`config.mk`:
```
export PLATFORM = sky130hd
export DESIGN_NAME = prl2srl_gen
export DESIGN_NICKNAME = d
export VERILOG_FILES = /design/src/rtl/prl2srl_gen.sv
export SDC_FILE = /design/constraint.sdc
export NUM_CORES = 1
export LEC_CHECK = 0
export ABC_AREA = 1
export CAP_MARGIN = 10
export CELL_PAD_IN_SITES_DETAIL_PLACEMENT = 1
export CELL_PAD_IN_SITES_GLOBAL_PLACEMENT = 2
export CORE_ASPECT_RATIO = 0.6
export CORE_MARGIN = 10
export CORE_UTILIZATION = 27
export CTS_CLUSTER_DIAMETER = 60
export DETAILED_ROUTE_END_ITERATION = 6
export PLACE_DENSITY = 0.85
export SETUP_SLACK_MARGIN = 0.5
export SLEW_MARGIN = 25
export SYNTH_ARGS = -nofsm -noshare
export SYNTH_HDL_FRONTEND = slang
export SYNTH_SLANG_ARGS = --single-unit
```
`constraint.sdc`:
```
create_clock -name clock -period 2.7 [get_ports clock]
set_input_delay 0.405 -clock clock [delete_from_list [all_inputs] [get_ports clock]]
set_output_delay 0.405 -clock clock [all_outputs]
set_load 0.01 [all_outputs]
```
`src/rtl/prl2srl_gen.sv`:
```
// Parallel-to-serial converter: accepts WIDTH-bit words over valid/ready and
// shifts them out one bit per enabled clock, with optional inter-word idle gap.
module prl2srl_gen #(
  parameter int WIDTH     = 8,
  parameter int LSB_FIRST = 0,
  parameter int GAP       = 0
) (
  input  logic             clock,
  input  logic             rst,
  input  logic             en,
  input  logic             prl_valid,
  input  logic [WIDTH-1:0] prl,
  output logic             prl_ready,
  output logic             srl,
  output logic             valid,
  output logic             first,
  output logic             last,
  output logic [1:0]       state_dbg
);

  localparam int CW = (WIDTH > 2) ? $clog2(WIDTH) : 1;
  localparam logic [CW-1:0] CNT_LAST = CW'(WIDTH - 1);
  localparam logic [3:0] GAP_LAST = (GAP > 0) ? 4'(GAP - 1) : 4'd0;
  localparam bit HAS_GAP = (GAP > 0);

  typedef enum logic [1:0] {
    ST_IDLE  = 2'd0,
    ST_SHIFT = 2'd1,
    ST_GAP   = 2'd2
  } state_t;

  state_t           state_q, state_d;
  logic [CW-1:0]    cnt_q, cnt_d;
  logic [3:0]       gap_q, gap_d;
  logic [WIDTH-1:0] buff_q, buff_d;
  logic [WIDTH-1:0] buff_shift;
  logic             at_last;
  logic             accept;

  // Handshake: a word transfers on a rising edge where prl_valid && prl_ready.
  // prl_ready is combinational and never depends on prl_valid.
  assign at_last   = (state_q == ST_SHIFT) && (cnt_q == CNT_LAST);
  assign prl_ready = en && ((state_q == ST_IDLE) || (at_last && !HAS_GAP));
  assign accept    = prl_valid && prl_ready;

  assign valid     = en && (state_q == ST_SHIFT);
  assign first     = valid && (cnt_q == '0);
  assign last      = valid && at_last;
  assign srl       = (LSB_FIRST != 0) ? buff_q[0] : buff_q[WIDTH-1];
  assign state_dbg = state_q;

  // Zeros enter at the end opposite the output bit.
  always_comb begin
    buff_shift = '0;
    if (LSB_FIRST != 0) buff_shift = {1'b0, buff_q[WIDTH-1:1]};
    else                buff_shift = {buff_q[WIDTH-2:0], 1'b0};
  end

  always_comb begin
    state_d = state_q;
    cnt_d   = cnt_q;
    gap_d   = gap_q;
    buff_d  = buff_q;
    if (en) begin
      case (state_q)
        ST_IDLE: begin
          if (accept) begin
            buff_d  = prl;
            cnt_d   = '0;
            state_d = ST_SHIFT;
          end
        end
        ST_SHIFT: begin
          if (cnt_q == CNT_LAST) begin
            cnt_d = '0;
            if (HAS_GAP) begin
              buff_d  = buff_shift;
              gap_d   = '0;
              state_d = ST_GAP;
            end else if (accept) begin
              buff_d  = prl;
            end else begin
              buff_d  = buff_shift;
              state_d = ST_IDLE;
            end
          end else begin
            buff_d = buff_shift;
            cnt_d  = cnt_q + CW'(1);
          end
        end
        ST_GAP: begin
          if (gap_q == GAP_LAST) begin
            gap_d   = '0;
            state_d = ST_IDLE;
          end else begin
            gap_d = gap_q + 4'd1;
          end
        end
        default: state_d = ST_IDLE;
      endcase
    end
  end

  always_ff @(posedge clock or posedge rst) begin
    if (rst) begin
      state_q <= ST_IDLE;
      cnt_q   <= '0;
      gap_q   <= '0;
      buff_q  <= '0;
    end else begin
      state_q <= state_d;
      cnt_q   <= cnt_d;
      gap_q   <= gap_d;
      buff_q  <= buff_d;
    end
  end

endmodule

```
* Word level (Yosys, flattened, before mapping)
Cells that the tools add are included.
** Storage, ports and cells
- Output and inout bits :: 7
- Bits in registers :: 17
- Word-level logic and storage cells :: 40
- Bits of input ports :: 12
** Operators by class
- Muxes and demuxes :: 13
- Equality and inequality tests :: 7
- Reduce and logical (&&, ||, !) cells :: 14
- $add $sub $neg :: 2
** Operators with widths (count)
- 8-bit two-way mux :: 3
- 8-bit one-hot mux with 2 select lines :: 1
- 2-bit two-way mux :: 4
- 1-bit logical AND :: 6
- 3-bit two-way mux :: 2
- 2-bit != test (second input constant) :: 3
- 2-bit one-hot mux with 3 select lines :: 1
- 3-bit one-hot mux with 2 select lines :: 1
- 5-bit AND reduction :: 1
- 4-bit by 1-bit adder with 4-bit output (second input constant) :: 1
- 4-bit logical NOT :: 1
- 4-bit two-way mux :: 1
- 3-bit by 1-bit adder with 3-bit output (second input constant) :: 1
- 3-bit == test (second input constant) :: 1
- 3-bit logical NOT :: 1
- 3-bit AND reduction :: 1
- 2-bit by 1-bit == test with 1-bit output (second input constant) :: 1
- 2-bit == test (second input constant) :: 1
- 2-bit logical NOT :: 1
- 2-bit by 1-bit != test with 1-bit output (second input constant) :: 1
- 2-bit AND reduction :: 1
- 2-bit nonzero test :: 1
- 1-bit logical OR :: 1

* Depth between registers and ports, before layout
Gate-level depths: netlist of the first run.
- Depth in word-level cells :: 8
- Mapped depth :: 7
- Mapped depth without buffers :: 7

* Worst setup path after synthesis of the first run
No wires, ideal clock.
- Kind :: reg2out
- From :: reg state_q[0], in the netlist state_dbg[0]
- To :: out first
- Cell stages (with the launch flop) :: 5
- Slack :: 1.357 ns
- Arrival :: 0.938 ns
- Buffers on the path :: 0
- Required time :: 2.295 ns
- Cell sequence :: dfrtp_1 > nand2_2 > inv_1 > nand2_1 > nor2_1
** Between the ends
- Word-level cells in the longest chain between the ends :: 3
** Ends and longest elaborated chain
- from (decl) :: line 32 : state_t state_q, state_d;
- from (signal assigned) :: line 111 : state_q <= state_d;
- 2-bit by 1-bit == test with 1-bit output :: line 46 : assign valid = en && (state_q == ST_SHIFT);
- 1-bit logical AND :: line 46
- named net valid :: line 15 : output logic valid,
- 1-bit logical AND :: line 47 : assign first = valid && (cnt_q == '0);
- to (decl) :: line 16 : output logic first,
The timed path passes the listed nets, and every way through them passes these cells.

* Worst setup path after layout of the first run
- From :: in en
- To :: out first
** Between the ends
- Word-level cells in the longest chain between the ends :: 2
** Ends and longest elaborated chain
- from (decl) :: line 10 : input logic en,
- 1-bit logical AND :: line 46
- 1-bit logical AND :: line 47
No other way between the ends.

==> results of run 1 <==
## per-layer routing
metal | vias to the layer above | part of all wire, % | track usage (%)
li1 | 322 | - | -
met1 | 293 | 47 | 9.41
met2 | 13 | 44 | 12.6
met3 | 2 | 7.7 | 4.61
met4 | 0 | 0.42 | 1.38
met5 | - | 0 | 0
## synth_stat cells, drive strengths merged
cell / count / share of area [%]
nand2: 30 / 18
inv: 21 / 11
nand3: 16 / 13
dfrtp: 12 / 42
o21ai: 4 / 2.8
buf: 3 / 4.2
ha: 3 / 5.2
nor2: 2 / 1.0
a21boi: 1 / 1.6
conb: 1 / 0.52
nand4: 1 / 0.87
## sequential cells by signal, summed over array words and instances (netlist names)
signal and cells:
buff_q 8, state_dbg 1, cnt_q 3
## cells by family (layout without fill, tap and decap cells)
group                    after synthesis  count (layout)  share of synthesized area [%]
AND/OR/NAND/NOR                       49              49                           32.7
buffers and inverters                 24              44                           15.2
flip-flops                            12              12                           42.0
AO/OA/AOI/OAI                          5               5                           4.37
adder cells (fa/ha/maj)                3               3                           5.25
other                                  1               1                          0.524
## metrics by stage
| stage | setup slack [ps] | area (sq um) | hold WS [ps] |
|---|---|---|---|
| after detailed placement | 331 | 896 | 467 |
| after global placement | 368 | 896 | 461 |
| final | 637 | 970 | 485 |
| after floorplan | 1360 | 716 | 270 |
| after global routing | 539 | 970 | 510 |
| after CTS | 529 | 950 | 484 |
## how the worst min path moves through the flow
| stage | start | endpoint |
|---|---|---|
| 4_1_cts | buff_q[5] | buff_q[5] |
| 6_report | rst | cnt_q[2] |
| 3_5_place_dp | buff_q[5] | buff_q[5] |
| 5_1_grt | buff_q[5] | buff_q[5] |
| 3_3_place_gp | buff_q[7] | buff_q[7] |
| 2_1_floorplan | rst | buff_q[0] |
## area by class of cell
| class | count | area [sq um] |
|---|---|---|
| tap | 32 | 40.0 |
| timing repair buffer | 19 | 185 |
| sequential | 12 | 302 |
| fill | 313 | 1550 |
| clock buffer | 4 | 55.1 |
| multi-input combinational | 58 | 309 |
| inverter | 21 | 78.8 |
## timing repair
item	in CTS	in global routing
resized for setup	3	2
setup endpoints to repair	4	2
endpoints found under the hold margin	0	0
setup buffers	0	2
## power groups by stage
stage,combinational (mW),clock [mW],sequential [mW]
detailed placement,0.298,0,0.319
CTS,0.296,0.211,0.317
global route,0.364,0.223,0.315
global placement,0.284,0,0.314
floorplan,0.205,0,0.302
finish,0.310,0.199,0.304
==> metrics, run 1 <==
switch share=34.8%; final worst-path cycle share=76.4%; Yosys cell types=15; Cell Area, Synth=716 sq um; Starting Density=28.4%; total gr overflow=0; Final Skew=1.13 ps; buffers plus inverters on the worst setup path=3; Max-Cap Viols=0; CP Launch Type=input port; maximum resistive drop on vdd=0.000348 V; final design utilization=38.4%; GRT Total Usage=8.01%; worst path required time=2300 ps; synth warn=0; layout cells sized above 1=12.3%; Die Span X=86.5 um; crit-path leading delay family=buffers and inverters; Fmax=485 MHz; Placed Instances=140; unrepaired setup endpoints after global routing=no; Hold Buf Count CTS=0; first-pass GRT wire length=3.26 mm; flop2flop setup slack=1390 ps; sum of negative setup slack=0 ps; Worst path depth=6; Clock Pin Slew Worst Setup and Hold Paths=60 ps; hpwl dp=1.49 mm; core area=2520 sq um; DR iter-0 viols=18; clock root buffer=clkbuf_8; final hold violations=0; syn nets=109; fin crit period=2060 ps; power density cells=839 nW/um^2; Mapped Cells=94; internal power=530 uW; CP peak stage delay=540 ps; status=complete, no violations; combinational power share=38.2%; worst r2r path cells=7; routability congestion estimate=0.726; # DRC=0; via/cell ratio=4.32; largest net degree at the start of global routing=14; total chip power=813 uW; Antenna Cells=0; Die H=59.9 um; number of global-route vias before repair=685; Ports=19; Final Max Slew Viols=0; Detailed Routing Iterations Pass 1=4; H-tree depth=1; final setup violation count=0; critical path capture point type=output port; commonest non-fill, non-tap cell in the layout=nand2_1; worst min-delay path class=in2async; die area=5180 sq um; Routed Antenna Nets=0; Critical Path Slowest Stage Cell=clkdlybuf4s50_1; CTS Sinks=12; routed len/inst=12.9 um; PortBufs=17; fin cells=146; r2r startpoint=cnt_q[1]; initial antenna violation count=0; Area Overhead vs Synth=35.5%; Worst Path Arrival=1660 ps; Clk pwr share=24.5%; Leak=0.532 nW; crit path kind=in2out; register bit total from synthesis=12; commonest non-fill, non-tap cells in the layout=26 x nand2_1, 21 x inv_1, 15 x nand3_1; Reg power frac=37.4%; num rows=14; wirelength, routed=1.89 mm; Seq/Total Area, Yosys=42.0%; clock latency on the worst-skew pair=240 ps; syn avg cell area=7.61 sq um; total number of vias=630; CP max FO=5; Switch Pwr=283 uW; CTS Buffer Depth=2; crit-path cells=dlygate4sd2_1 -> nand2_2 -> inv_1 -> nand2_1 -> nor2_1 -> clkdlybuf4s50_1; Worst Setup EP=first; TritonCTS buffer count=3; worst r2r dst=buff_q[1]; CTS tree=built; crit path launch=en; Final nets=130
(Power assumes the default switching activity.)
==> inputs of run 2 (changes only) <==
--- a/config.mk
+++ b/config.mk
@@ -11,10 +11,10 @@
 export CELL_PAD_IN_SITES_GLOBAL_PLACEMENT = 2
 export CORE_ASPECT_RATIO = 0.6
 export CORE_MARGIN = 10
-export CORE_UTILIZATION = 27
+export CORE_UTILIZATION = 23
 export CTS_CLUSTER_DIAMETER = 60
 export DETAILED_ROUTE_END_ITERATION = 6
-export PLACE_DENSITY = 0.85
+export PLACE_DENSITY = 0.77
 export SETUP_SLACK_MARGIN = 0.5
 export SLEW_MARGIN = 25
 export SYNTH_ARGS = -nofsm -noshare
==> constraint.sdc (replaced) <==
create_clock -name clock -period 1.82 [get_ports clock]
set_input_delay 0.273 -clock clock [delete_from_list [all_inputs] [get_ports clock]]
set_output_delay 0.273 -clock clock [all_outputs]
set_load 0.01 [all_outputs]
==> metrics, run 2 (synthesis results as in run 1) <==
status=complete, no violations; number of flip-flops under the largest register name=8; Die H=63.2 um; CTS Buffer Depth=2; Clk pwr share=20.7%; unrepaired setup endpoints after global routing=yes; internal power=922 uW; Max-Cap Viols=0; CP Launch Type=flop; Routed Antenna Nets=0; Area Overhead vs Synth=71.2%; final worst-path cycle share=85.6%; M2 GR Usage=10.9%; fin cells=172; sum of negative setup slack=0 ps; H-tree depth=1; Hold Buf Count CTS=0; Final Max Slew Viols=0; core area=2930 sq um; crit path kind=reg2out; DR iter-0 viols=20; wirelength, routed=2.20 mm; Switch Pwr=526 uW; final worst setup slack=263 ps; Worst Path Arrival=1280 ps; PortBufs=17; number of global-route vias before repair=766; clock root buffer=clkbuf_8; CP max FO=3; clock latency on the worst-skew pair=240 ps; first-pass GRT wire length=3.49 mm; total gr overflow=0; hpwl dp=1.43 mm; Antenna Cells=0; via/cell ratio=4.17; Die Span X=92.0 um; pre-CTS setup slack=-145 ps; Placed Area=946 sq um; Tightest Pin Transition=499 ps; Final nets=146; die area=5820 sq um; largest net degree at the start of global routing=13; num rows=15; power density cells=1180 nW/um^2; commonest non-fill, non-tap cells in the layout=18 x inv_1, 18 x nand2_1, 12 x dfrtp_1, 12 x buf_4, 10 x clkdlybuf4s50_1; routed len/inst=12.8 um; total number of vias=717; Top reg by flops=buff_q; initial antenna violation count=0; combinational power share=48.1%; Fmax=642 MHz; GRT busiest layer=met2; Reg power frac=31.2%; worst path required time=1550 ps; fin crit period=1560 ps; switch share=36.3%; GRT Total Usage=7.39%; final design utilization=41.8%; critical path capture point type=output port; TritonCTS buffer count=3; met3 usage=3.66%; routability congestion estimate=0.725; Clock Pin Slew Worst Setup and Hold Paths=60 ps; grt met1 use=9.14%; # DRC=0; relative slew slack=66.7%; maximum resistive drop on vdd=0.000390 V; Final Skew=4.41 ps; final setup violation count=0; worst min-delay path class=in2async; Detailed Routing Iterations Pass 1=4; final hold violations=0; Placed Instances=155; Ports=19; final instance area=1220 sq um; CTS Sinks=12; Starting Density=24.4%; Leak=0.649 nW; CTS tree=built; layout cells sized above 1=40.0%
run 2: power by group through the flow:
stage               logic [mW]  clock network [mW]  registers, mW
floorplan                0.305                   0          0.448
detailed placement       0.481                   0          0.453
CTS                      0.567               0.309          0.449
finish                   0.697               0.299          0.451
global placement         0.472                   0          0.446
global route             0.785               0.327          0.470
run 2: worst max-delay path, stage by stage (launching register included):
cell and delay (ps):
dfrtp_1 370, ha_2 200, ha_4 150, inv_4 40, a21boi_2 120, buf_2 150
run 2: routing by layer:
metal | vias up | share of wire, %
met1 | 347 | 49
li1 | 355 | -
met3 | 2 | 5.8
met2 | 13 | 45
met4 | 0 | 0.45
met5 | - | 0
run 2: final cells by class:
type                       count  area (sq um)
sequential                    12           300
inverter                      21          83.8
fill                         353          1700
multi-input combinational     58           405
timing repair buffer          35           328
tap                           42          52.6
clock buffer                   4          55.1
run 2: worst paths after layout:
kind | startpoint | to | slack, ps | cells after the start
setup / recovery | cnt_q[0] | prl_ready | 260 | 5
hold / removal | rst | buff_q[7] | 350 | 2
setup reg to reg | cnt_q[1] | buff_q[5] | 310 | 9
max in group asynchronous | rst | buff_q[2] | 1130 | 2
min in group clock | buff_q[7] | buff_q[7] | 480 | 2
hold reg to reg | buff_q[7] | buff_q[7] | 480 | 2
run 2: what timing repair did:
item | in CTS | in global routing
resized for setup | 44 | 16
setup buffers | 7 | 6
pin swaps | 3 | 2
endpoints found under the setup margin | 14 | 14
run 2: through the flow:
step | total power [mW] | hold WS, ps
floorplan | 0.752 | 138
global placement | 0.918 | 464
detailed placement | 0.934 | 465
CTS | 1.33 | 377
global route | 1.58 | 416
finish | 1.45 | 350
